## src/rtl/showcase0_result_capture_if.sv

```systemverilog
// Result-capture port bundle: showcase0 result inputs, sample stream out, and status.
// The slave modport is the capture block's view; the master modport is the driver/consumer side.
interface showcase0_result_capture_if #(
    parameter int DEPTH = 4
);
    logic                     en;
    logic [31:0]              c;
    logic [7:0]               g;
    logic [5:0]               cmp;
    logic [45:0]              out_data;
    logic                     out_vld;
    logic                     out_rd;
    logic [$clog2(DEPTH):0]   level;
    logic                     overflow;
    logic                     clr_overflow;
`ifdef SHOWCASE0_CAPTURE_STATS_EN
    logic [15:0]              drop_cnt;

    modport slave (
        input  en, c, g, cmp, out_rd, clr_overflow,
        output out_data, out_vld, level, overflow, drop_cnt
    );
    modport master (
        output en, c, g, cmp, out_rd, clr_overflow,
        input  out_data, out_vld, level, overflow, drop_cnt
    );
`else
    modport slave (
        input  en, c, g, cmp, out_rd, clr_overflow,
        output out_data, out_vld, level, overflow
    );
    modport master (
        output en, c, g, cmp, out_rd, clr_overflow,
        input  out_data, out_vld, level, overflow
    );
`endif
endinterface

```

## src/rtl/showcase0_result_capture.sv

```systemverilog
// Captures {cmp,g,c} every SAMPLE_DIV enabled cycles into a DEPTH-entry fall-through FIFO.
// Latency: sample captured at edge N is on out_data/out_vld from cycle N+1.
// Backpressure: out_vld/out_rd handshake; a capture into a full FIFO with no pop is dropped and
// sets sticky overflow. Optional drop counter under SHOWCASE0_CAPTURE_STATS_EN.
module showcase0_result_capture #(
    parameter int DEPTH      = 4,
    parameter int SAMPLE_DIV = 1
) (
    input  logic                         clk,
    input  logic                         rst_n,
    showcase0_result_capture_if.slave    cap_if
);
    localparam int PW = $clog2(DEPTH);
    localparam int LW = PW + 1;
    localparam int CW = (SAMPLE_DIV > 1) ? $clog2(SAMPLE_DIV) : 1;

    typedef struct packed {
        logic [5:0]  cmp;
        logic [7:0]  g;
        logic [31:0] c;
    } sample_t;

    sample_t         mem [DEPTH];
    logic [PW-1:0]   wr_ptr;
    logic [PW-1:0]   rd_ptr;
    logic [LW-1:0]   level_q;
    logic [CW-1:0]   div_cnt;
    logic            ovf_q;

    logic capture;
    logic full;
    logic pop;
    logic push;
    logic drop;

    assign capture = cap_if.en && (div_cnt == CW'(SAMPLE_DIV - 1));
    assign full    = (level_q == LW'(DEPTH));
    assign pop     = (level_q != '0) && cap_if.out_rd;
    // A pop on the same edge frees the slot the capture needs, so a full FIFO only drops without one.
    assign push    = capture && (!full || pop);
    assign drop    = capture && full && !pop;

    always_ff @(posedge clk or negedge rst_n) begin
        if (!rst_n) begin
            div_cnt <= '0;
        end else if (cap_if.en) begin
            div_cnt <= capture ? '0 : div_cnt + CW'(1);
        end
    end

    always_ff @(posedge clk or negedge rst_n) begin
        if (!rst_n) begin
            for (int i = 0; i < DEPTH; i++) begin
                mem[i] <= '0;
            end
        end else if (push) begin
            mem[wr_ptr] <= '{cmp: cap_if.cmp, g: cap_if.g, c: cap_if.c};
        end
    end

    always_ff @(posedge clk or negedge rst_n) begin
        if (!rst_n) begin
            wr_ptr  <= '0;
            rd_ptr  <= '0;
            level_q <= '0;
        end else begin
            if (push) begin
                wr_ptr <= wr_ptr + PW'(1);
            end
            if (pop) begin
                rd_ptr <= rd_ptr + PW'(1);
            end
            case ({push, pop})
                2'b10:   level_q <= level_q + LW'(1);
                2'b01:   level_q <= level_q - LW'(1);
                default: level_q <= level_q;
            endcase
        end
    end

    always_ff @(posedge clk or negedge rst_n) begin
        if (!rst_n) begin
            ovf_q <= 1'b0;
        end else if (drop) begin
            ovf_q <= 1'b1;
        end else if (cap_if.clr_overflow) begin
            ovf_q <= 1'b0;
        end
    end

`ifdef SHOWCASE0_CAPTURE_STATS_EN
    logic [15:0] drop_cnt_q;

    // Clear and drop on the same edge leaves exactly the one new drop counted.
    always_ff @(posedge clk or negedge rst_n) begin
        if (!rst_n) begin
            drop_cnt_q <= '0;
        end else if (drop) begin
            if (cap_if.clr_overflow) begin
                drop_cnt_q <= 16'd1;
            end else if (drop_cnt_q != 16'hFFFF) begin
                drop_cnt_q <= drop_cnt_q + 16'd1;
            end
        end else if (cap_if.clr_overflow) begin
            drop_cnt_q <= '0;
        end
    end

    assign cap_if.drop_cnt = drop_cnt_q;
`endif

    assign cap_if.out_data = mem[rd_ptr];
    assign cap_if.out_vld  = (level_q != '0);
    assign cap_if.level    = level_q;
    assign cap_if.overflow = ovf_q;

endmodule

```

## src/flat_wrapper.sv

```systemverilog
// flat-port wrapper written by rule: the top's interface ports become plain ports
module showcase0_result_capture_flat 
#(
    parameter int DEPTH      = 4,
    parameter int SAMPLE_DIV = 1
)
  (clk, rst_n, cap_if_en, cap_if_c, cap_if_g, cap_if_cmp, cap_if_out_rd, cap_if_clr_overflow, cap_if_out_data, cap_if_out_vld, cap_if_level, cap_if_overflow);
  showcase0_result_capture_if #(.DEPTH(DEPTH)) cap_if_i ();
  input  logic clk;
  input  logic rst_n;
  input wire logic [$bits(cap_if_i.en)-1:0] cap_if_en;
  input wire logic [$bits(cap_if_i.c)-1:0] cap_if_c;
  input wire logic [$bits(cap_if_i.g)-1:0] cap_if_g;
  input wire logic [$bits(cap_if_i.cmp)-1:0] cap_if_cmp;
  input wire logic [$bits(cap_if_i.out_rd)-1:0] cap_if_out_rd;
  input wire logic [$bits(cap_if_i.clr_overflow)-1:0] cap_if_clr_overflow;
  output wire logic [$bits(cap_if_i.out_data)-1:0] cap_if_out_data;
  output wire logic [$bits(cap_if_i.out_vld)-1:0] cap_if_out_vld;
  output wire logic [$bits(cap_if_i.level)-1:0] cap_if_level;
  output wire logic [$bits(cap_if_i.overflow)-1:0] cap_if_overflow;
  assign cap_if_i.en = cap_if_en;
  assign cap_if_i.c = cap_if_c;
  assign cap_if_i.g = cap_if_g;
  assign cap_if_i.cmp = cap_if_cmp;
  assign cap_if_i.out_rd = cap_if_out_rd;
  assign cap_if_i.clr_overflow = cap_if_clr_overflow;
  assign cap_if_out_data = cap_if_i.out_data;
  assign cap_if_out_vld = cap_if_i.out_vld;
  assign cap_if_level = cap_if_i.level;
  assign cap_if_overflow = cap_if_i.overflow;
  showcase0_result_capture #(.DEPTH(DEPTH), .SAMPLE_DIV(SAMPLE_DIV)) u_core (.clk(clk), .rst_n(rst_n), .cap_if(cap_if_i));
endmodule
```

## config.mk

```make
export PLATFORM = sky130hd
export DESIGN_NAME = showcase0_result_capture_flat
export DESIGN_NICKNAME = d
export VERILOG_FILES = /design/src/rtl/showcase0_result_capture_if.sv /design/src/rtl/showcase0_result_capture.sv /design/src/flat_wrapper.sv
export SDC_FILE = /design/constraint.sdc
export NUM_CORES = 1
export LEC_CHECK = 0
export BUFFER_PORTS_ARGS = -buffer_cell sky130_fd_sc_hd__buf_2
export CAP_MARGIN = 20
export CORE_MARGIN = 4
export CORE_UTILIZATION = 25
export CTS_BUF_LIST = sky130_fd_sc_hd__clkbuf_8
export DETAILED_ROUTE_END_ITERATION = 10
export PLACE_DENSITY_LB_ADDON = 0.1
export SLEW_MARGIN = 20
export SYNTH_ARGS = -nofsm -noshare
export SYNTH_HDL_FRONTEND = slang
export SYNTH_SLANG_ARGS = --single-unit
```

## constraint.sdc

```tcl
create_clock -name clk -period 2.3 [get_ports clk]
set_input_delay 0.345 -clock clk [delete_from_list [all_inputs] [get_ports clk]]
set_output_delay 0.345 -clock clk [all_outputs]
set_load 0.01 [all_outputs]
```

# --- Yosys cells after proc, flatten, opt, wreduce, memory -nomap -nowiden ---
# Cells that the tools add are included.
op_classes:
  add_sub_neg: 5
  n_lt_le_gt_ge: 3
  n_eq_ne: 3
  mux: 10
  bitwise: 3
  reduce_logical: 12
ops:
  columns: ["operator", "count"]
  rows:
  - ["bitwise mux 184 bit", 1]
  - ["2-to-1 mux 46 bit", 3]
  - ["binary-select mux 46 bit (select 2 bit)", 1]
  - ["demux 46 bit (select 2 bit)", 1]
  - ["greater-or-equal comparator 3 bit (second input constant)", 2]
  - ["logical AND 1 bit", 6]
  - ["inverter 2 -> 3 bit", 2]
  - ["one-hot mux 3 bit (2 select lines)", 1]
  - ["adder 2 x 1 -> 2 bit (second input constant)", 2]
  - ["nonzero test 2 bit", 2]
  - ["adder 3 x 1 -> 3 bit (second input constant)", 1]
  - ["== test 3 bit (second input constant)", 1]
  - ["less-than comparator 3 x 1 -> 1 bit (second input constant)", 1]
  - ["2-to-1 mux 1 bit", 3]
  - ["nonzero test 3 bit", 1]
  - ["subtractor 3 x 1 -> 3 bit (second input constant)", 1]
  - ["== test 2 x 1 -> 1 bit (second input constant)", 1]
  - ["== test 2 bit (second input constant)", 1]
  - ["logical NOT 1 bit", 2]
  - ["adder 1 bit (second input constant)", 1]
  - ["logical OR 1 bit", 1]
  - ["inverter 1 bit", 1]
totals:
  register_bits: 193
  inputBits: 51
  output_inout_bits: 51

# --- Logic depth before layout (Yosys ltp) ---
# Gate-level depths: netlist of run 1.
logic_depth:
  word_depth: 6
  depth_mapped: 8
  mapped_depth_nobuf: 7

# --- Least setup slack after synthesis of run 1 ---
# OpenSTA, ideal clock, no wires.
synth_timing:
  path_kind: "reg-to-reg"
  start: "reg u_core.level_q[1], in the netlist u_core.cap_if.level[1]"
  end: "reg u_core.mem[0] (netlist name)"
  t_arrival_ns: 1.858
  setup_slack_ns: 0.317
  stages_incl_launch_ff: 7
  n_path_buf: 2
  period_less_slack_ns: 1.983
  path_cell_list: "dfrtp_1 or4b_4 nor2b_4 buf_12 nand2_8 buf_12 mux2_4"
synth_via:
  elab_chain_len: 4
  word_cells_on_any_way: 6
  cone_classes: "1 x eq/ne; 5 x reduce/logical"
synth_rtl:
  columns: ["element", "line", "text"]
  rows:
  - ["start: declaration", "showcase0_result_capture.sv:26", "logic [LW-1:0] level_q;"]
  - ["start signal: assignment", "showcase0_result_capture.sv:74", "2'b10: level_q <= level_q + LW'(1);"]
  - ["start signal: assignment", "showcase0_result_capture.sv:75", "2'b01: level_q <= level_q - LW'(1);"]
  - ["start signal: assignment", "showcase0_result_capture.sv:76", "default: level_q <= level_q;"]
  - ["== test 3 bit or nonzero test 3 bit (tied branches)", "showcase0_result_capture.sv:37, showcase0_result_capture.sv:38", null]
  - ["logical NOT 1 bit or logical AND 1 bit (tied branches)", "showcase0_result_capture.sv:40, showcase0_result_capture.sv:38", null]
  - ["logical OR 1 bit *", "showcase0_result_capture.sv:40", "assign push = capture && (!full || pop);"]
  - ["logical AND 1 bit *", "showcase0_result_capture.sv:40", null]
  - ["end signal: indexed assignment", "showcase0_result_capture.sv:57", "mem[wr_ptr] <= '{cmp: cap_if.cmp, g: cap_if.g, c: cap_if.c};"]
  - ["end: declaration", "showcase0_result_capture.sv:23", "sample_t mem [DEPTH];"]
# Every way passes the cells marked *; elsewhere a longest branch is shown, timed or not.
# A chain may end at the register's enable or synchronous reset.

# --- Final worst setup path of run 1 ---
layout_timing:
  start: "reg u_core.rd_ptr[0]"
  end: "out cap_if_out_data[26]"
layout_via:
  elab_chain_len: 4
layout_rtl:
  columns: ["element", "line", "text"]
  rows:
  - ["start: declaration", "showcase0_result_capture.sv:25", "logic [PW-1:0] rd_ptr;"]
  - ["start signal: assignment", "showcase0_result_capture.sv:71", "rd_ptr <= rd_ptr + PW'(1);"]
  - ["inverter 2 -> 3 bit (not written as such)", "showcase0_result_capture.sv:112", "assign cap_if.out_data = mem[rd_ptr];"]
  - ["binary-select mux 46 bit (select 2 bit)", "showcase0_result_capture.sv:112", null]
  - ["2-to-1 mux 46 bit (not written as such) (2 in series)", "showcase0_result_capture.sv:112", null]
  - ["end: declaration", "flat_wrapper.sv:17", "output wire logic [$bits(cap_if_i.out_data)-1:0] cap_if_out_data;"]
# No other way between the ends. The select of a mux whose other input is x is not followed.

==> results.json, run 1 <==
{
  "status": "finished, final reports clean",
  "combPwrFrac_pct": 51.9,
  "ctsRootBufferMaster": "clkbuf_8",
  "reg2regPathDepth": 5,
  "drc": 0,
  "insertion_delay_ns": 0.48,
  "start_kind": "register",
  "routed_wl_mm": 22.7,
  "cp_max_fo": 21,
  "syn_inst": 495,
  "ant_nets": 0,
  "wl_per_cell_um": 20.5,
  "synth_edf_count": 0,
  "grt_max_degree": 64,
  "vias": 4746,
  "reg2reg_slack_ns": 0.24,
  "cp.required_ns": 1.96,
  "seq_area_frac_synth_pct": 51.9,
  "r2r-end": "u_core.mem[76]",
  "yosys_warnings": 0,
  "finalNetCount": 681,
  "whs_path_depth": 2,
  "gp_congestion": 0.690,
  "nFillCells": 3572,
  "leakage_nw": 5.30,
  "floorplan.initialDensity_pct": 25.4,
  "antenna_found_initial": 1,
  "worstHoldPathType": "input port to register",
  "rsz0062_at_grt": "true",
  "intPower_mw": 12.1,
  "fmax_ghz": 0.435,
  "peakVddDrop_v": 0.000645,
  "grt_pass1_wl_mm": 35.5,
  "cap_viol_max_count": 0,
  "multi_input_area_um2": 4060,
  "grt_usage_pct": 11.6,
  "post-dp-hpwl_mm": 14.6,
  "portBuffers": 101,
  "dieHeight_um": 201,
  "synthesis.area_per_instance_um2": 18.8,
  "syn-num-nets": 551,
  "clk_pin_slew_ns": 0.10,
  "cts.path.max_buffers": 2,
  "synth_flop_cell": "dfrtp_1",
  "dpl-instance-area_um2": 10500,
  "htree_num_levels": 4,
  "area_delta_synth_final_pct": 20.2,
  "criticalPathCategory": "register to output pin",
  "crit_arrival_ns": 1.95,
  "slew_headroom_pct": 63.9,
  "ys_seq_elements": 193,
  "viasPerCell": 4.29,
  "netlist_top_cells_area": "dfrtp_1 (52%), mux2_4 (26%), mux4_2 (11%), buf_12 (3.7%), mux2_2 (2.9%)",
  "grt_pass1_vias": 5530,
  "regArea_um2": 4830,
  "dr.first_iter.drc_count": 186,
  "grt_overflow": 0,
  "synth_top_area_share_pct": 51.9,
  "power.density_nw_per_um2": 1590,
  "hp-start": "cap_if_cmp[2]",
  "yosys.area.top_type": "dfrtp_1",
  "synthArstFlopShare_pct": 100,
  "syn_area_um2": 9300,
  "cts.sinks": 193,
  "drive_gt1_share_pct": 63.9,
  "hold_viol": 0,
  "numCtsBuffers": 17,
  "share_seq_of_total_power_pct": 34.5,
  "fin_crit_sh_pct": 99.8,
  "firstDrtPassIters": 4,
  "yosysUniqueCellTypes": 29,
  "rows": 70,
  "critPathCaptureType": "output pin",
  "ios": 102,
  "tritoncts": "done",
  "r2r_start": "u_core.cap_if.level[1]",
  "fp.coreArea_um2": 36700,
  "swShare_pct": 31.9,
  "setup-violations-final": 0,
  "final-max-slew-violation-count": 0,
  "dieWidth_um": 201,
  "layout_min_cycle_time_ns": 2.30,
  "skew_ns": 0.0120,
  "hold_ws_ns": 0.140,
  "power_mw": 17.8,
  "min_to": "u_core.mem[180]",
  "worst_pin_slew_ns": 0.542,
  "p_clk_share_pct": 13.6,
  "crit_path_start": "u_core.rd_ptr[0]",
  "final_cell_area_um2": 11200,
  "dieArea_um2": 40400,
  "p_switching_mw": 5.67
}
-- cell type report --
type	instances	share of cell area, %
sequential	193	43.2
multi-input combinational	267	36.3
timing repair buffer	139	11.3
tap	468	5.24
clock buffer	19	2.34
clock inverter	12	1.40
inverter	7	0.235
antenna	1	0.0224
-- critical path, stage by stage (launching register included) --
cell	delay, ns
dfrtp_4	0.50
buf_16	0.24
mux4_2	0.58
buf_6	0.15
-- registers in the layout, summed over array words and instances, names as in the netlist --
register,count
u_core.div_cnt,1
u_core.wr_ptr,2
u_core.cap_if.level,3
u_core.rd_ptr,2
u_core.cap_if.overflow,1
u_core.mem,184
-- repair_timing --
item	CTS	global route
endpoints found under the setup margin	35	46
hold buffers	3	0
gates cloned	1	0
pin swaps	0	0
resized for setup	34	11
setup buffers	2	0
hold endpoints to repair	56	0
-- stage by stage --
stage / worst slack (ns) / utilization, % / std cells / TNS [ns]
6_report: 0.00369 / 30.5 / 1106 / 0
2_1_floorplan: 0.317 / - / 495 / 0
4_1_cts: -0.0905 / 30.4 / 1106 / -2.03
5_1_grt: -0.109 / 30.5 / 1105 / -2.26
3_5_place_dp: 0.135 / 28.5 / 1069 / 0
3_3_place_gp: 0.184 / 28.5 / 1069 / 0
-- routing by layer --
layer | wire [µm] | GRT usage (%) | vias up
met4 | 274 | 3.10 | 2
met5 | 7 | 0 | -
met2 | 11100 | 18.7 | 72
met1 | 10500 | 15.3 | 2559
met3 | 858 | 3.17 | 20
li1 | - | - | 2093
-- logic make-up after synthesis --
group | after synthesis | synth area share [%]
AOI/OAI and AO/OA | 9 | 0.672
buffers and inverters | 35 | 4.51
and+or+nand+nor | 17 | 1.73
DFF | 193 | 51.9
xor gates and xnor gates | 6 | 0.565
adders and majority gates | 5 | 0.753
muxes | 230 | 39.9
-- placed cells by master (no fill, tap or decap), types with 3 or more instances in the layout --
master and count:
mux2_2 24, nand2_8 4, buf_2 62, xnor2_1 4, buf_6 38, buf_4 19, bufinv_16 3, inv_1 7
dlygate4sd3_1 3, buf_12 14, dfrtp_1 191, clkinv_2 3, mux4_2 46, nand2_1 6, ha_1 4, inv_6 3
clkbuf_8 20, mux2_4 160
-- power groups by stage --
stage | registers (mW) | clock network, mW | logic (mW)
after global placement | 6.06 | 0 | 8.25
after CTS | 6.11 | 2.56 | 9.25
after detailed placement | 6.13 | 0 | 8.36
final | 6.13 | 2.42 | 9.22
after floorplan | 5.81 | 0 | 6.14
after global routing | 6.32 | 2.67 | 9.82
-- worst max path at each step --
stage,end,slack [ns],cells after the start
floorplan,u_core.mem[0],0.32,6
global placement,u_core.mem[123],0.18,6
detailed placement,u_core.mem[76],0.14,6
CTS,cap_if_out_data[26],-0.09,3
global route,cap_if_out_data[26],-0.11,3
finish,cap_if_out_data[26],0.004,3
-- cell usage after synthesis, types with 2 or more instances --
cell	n
dfrtp_1	193
mux2_4	160
mux4_2	46
mux2_2	24
buf_12	17
inv_1	7
nand2_1	6
buf_1	4
ha_1	4
nand2_8	4
xnor2_1	4
buf_2	3
clkbuf_1	3
a21oi_1	2
o221ai_1	2
o22ai_1	2
xor2_1	2
Power figures use the tool's default switching activity.
==> inputs of run 2 (changes only) <==
CORE_UTILIZATION = 61   (was 25)
REMOVE_ABC_BUFFERS = 1   (was unset)
==> results.json, run 2 (same netlist as run 1, synthesis figures left out) <==
{
  "status": "finished, final reports clean",
  "use_met1_pct": 29.5,
  "post-dp-hpwl_mm": 11.4,
  "ios": 102,
  "wl_per_cell_um": 21.6,
  "final-max-slew-violation-count": 0,
  "dieArea_um2": 17300,
  "drc": 0,
  "final_cell_area_um2": 10800,
  "final_cells": 813,
  "grt_pass1_wl_mm": 29.6,
  "p_switching_mw": 5.25,
  "grt_usage_pct": 21.6,
  "nFillCells": 970,
  "dr.first_iter.drc_count": 219,
  "dieHeight_um": 132,
  "reg2regPathDepth": 5,
  "grt_max_degree": 52,
  "gp_congestion": 0.730,
  "fmax_ghz": 0.448,
  "crit_end": "cap_if_out_data[3]",
  "critPathCaptureType": "output pin",
  "dp_cells": 779,
  "fp.coreArea_um2": 14800,
  "use_met3_pct": 5.89,
  "cts.path.max_buffers": 2,
  "setup-violations-final": 0,
  "cp_max_fo": 17,
  "final_common_cell": "dfrtp_1",
  "fin_crit_sh_pct": 97.0,
  "start_kind": "register",
  "hold_viol": 0,
  "postCtsSetupRepairBufs": 0,
  "criticalPathCategory": "register to output pin",
  "skew_ns": 0.00697,
  "power.density_nw_per_um2": 1610,
  "intPower_mw": 12.1,
  "numCtsBuffers": 17,
  "layout_min_cycle_time_ns": 2.23,
  "largest_reg_flops": 184,
  "r2r_start": "u_core.cap_if.level[1]",
  "htree_num_levels": 4,
  "tritoncts": "done",
  "finalNetCount": 672,
  "grt_overflow": 0,
  "cap_viol_max_count": 0,
  "routed_wl_mm": 17.6,
  "final_cell_mix": "dfrtp_1 (191), mux2_4 (160), buf_2 (73)",
  "drive_gt1_share_pct": 63.6,
  "power_mw": 17.3,
  "p_clk_share_pct": 14.9,
  "firstDrtPassIters": 4,
  "slew_headroom_pct": 64.8,
  "worst_pin_slew_ns": 0.527,
  "dpl-instance-area_um2": 10100,
  "cp.required_ns": 1.96,
  "crit_arrival_ns": 1.89,
  "insertion_delay_ns": 0.46,
  "ant_nets": 0,
  "clk_pin_slew_ns": 0.09,
  "worstHoldPathType": "input port to register",
  "portBuffers": 101,
  "floorplan.initialDensity_pct": 63.1,
  "area_delta_synth_final_pct": 15.6,
  "final_core_util_pct": 72.9,
  "crit_path_start": "u_core.rd_ptr[0]",
  "largest-register": "u_core.mem",
  "r2r-end": "u_core.mem[104]",
  "fin_ws_ns": 0.0700,
  "grt_most_used_layer": "met2",
  "use_met2_pct": 35.4,
  "rows": 44,
  "grt_pass1_vias": 5451,
  "rsz0062_at_grt": "true",
  "dieWidth_um": 132,
  "final.setup.tns_ns": 0,
  "peakVddDrop_v": 0.000975,
  "hold_ws_ns": 0.0480,
  "combPwrFrac_pct": 49.2,
  "reg2reg_slack_ns": 0.16,
  "viasPerCell": 5.74,
  "swShare_pct": 30.3,
  "vias": 4666,
  "leakage_nw": 5.28,
  "antenna_found_initial": 1,
  "diodes": 0,
  "ctsRootBufferMaster": "clkbuf_8",
  "cts.sinks": 193,
  "place_ws_ns": 0.187,
  "share_seq_of_total_power_pct": 35.8
}
==> run 2: cell count changes in the layout (fill, tap and decap cells not counted), moves of 2 or more <==
cell           previous run  this run
buf_2                    62        73
buf_6                    38        28
buf_4                    19        10
bufinv_16                 3         6
clkbuf_8                 20        17
dlygate4sd3_1             3         1
==> run 2: power groups by stage <==
stage	logic, mW	registers, mW	clock network [mW]
4_1_cts	8.24	6.17	2.66
2_1_floorplan	5.50	6.10	0
6_report	8.52	6.20	2.59
3_5_place_dp	7.87	6.19	0
3_3_place_gp	7.71	6.10	0
5_1_grt	9.04	6.41	2.82
==> run 2: repair_timing <==
action / in CTS / in global routing
hold buffers: 1 / 0
gates resized for setup: 14 / 17
setup endpoints to repair: 22 / 46
gates cloned: 0 / 1
endpoints found under the hold margin: 47 / 0
==> run 2: layer usage <==
layer | vias up | share of wire [%]
li1 | 2068 | -
met1 | 2492 | 46
met2 | 95 | 50
met3 | 9 | 3.8
met4 | 2 | 0.58
met5 | - | 0.040
==> run 2: final cells by class <==
type                    count  area, µm²  area share (%)
clock inverters            15        239            2.22
repair buffers            130       1130            10.5
well taps                 184        230            2.14
clock buffers              17        234            2.18
inverters                   7       26.3           0.244
multi-input cells         267       4060            37.7
flip-flops and latches    193       4840            45.0
==> run 2: worst min path at each step <==
stage,start,endpoint,cells after the start
2_1_floorplan,rst_n,u_core.cap_if.level[0],0
3_3_place_gp,rst_n,u_core.mem[110],1
3_5_place_dp,rst_n,u_core.mem[21],1
4_1_cts,cap_if_en,u_core.div_cnt,2
5_1_grt,cap_if_en,u_core.div_cnt,2
6_report,cap_if_en,u_core.div_cnt,2
==> run 2: critical path, cell delays in order, from the launching register on <==
cell and delay (ns):
dfrtp_4 0.49, buf_16 0.21, mux4_2 0.57, buf_6 0.15
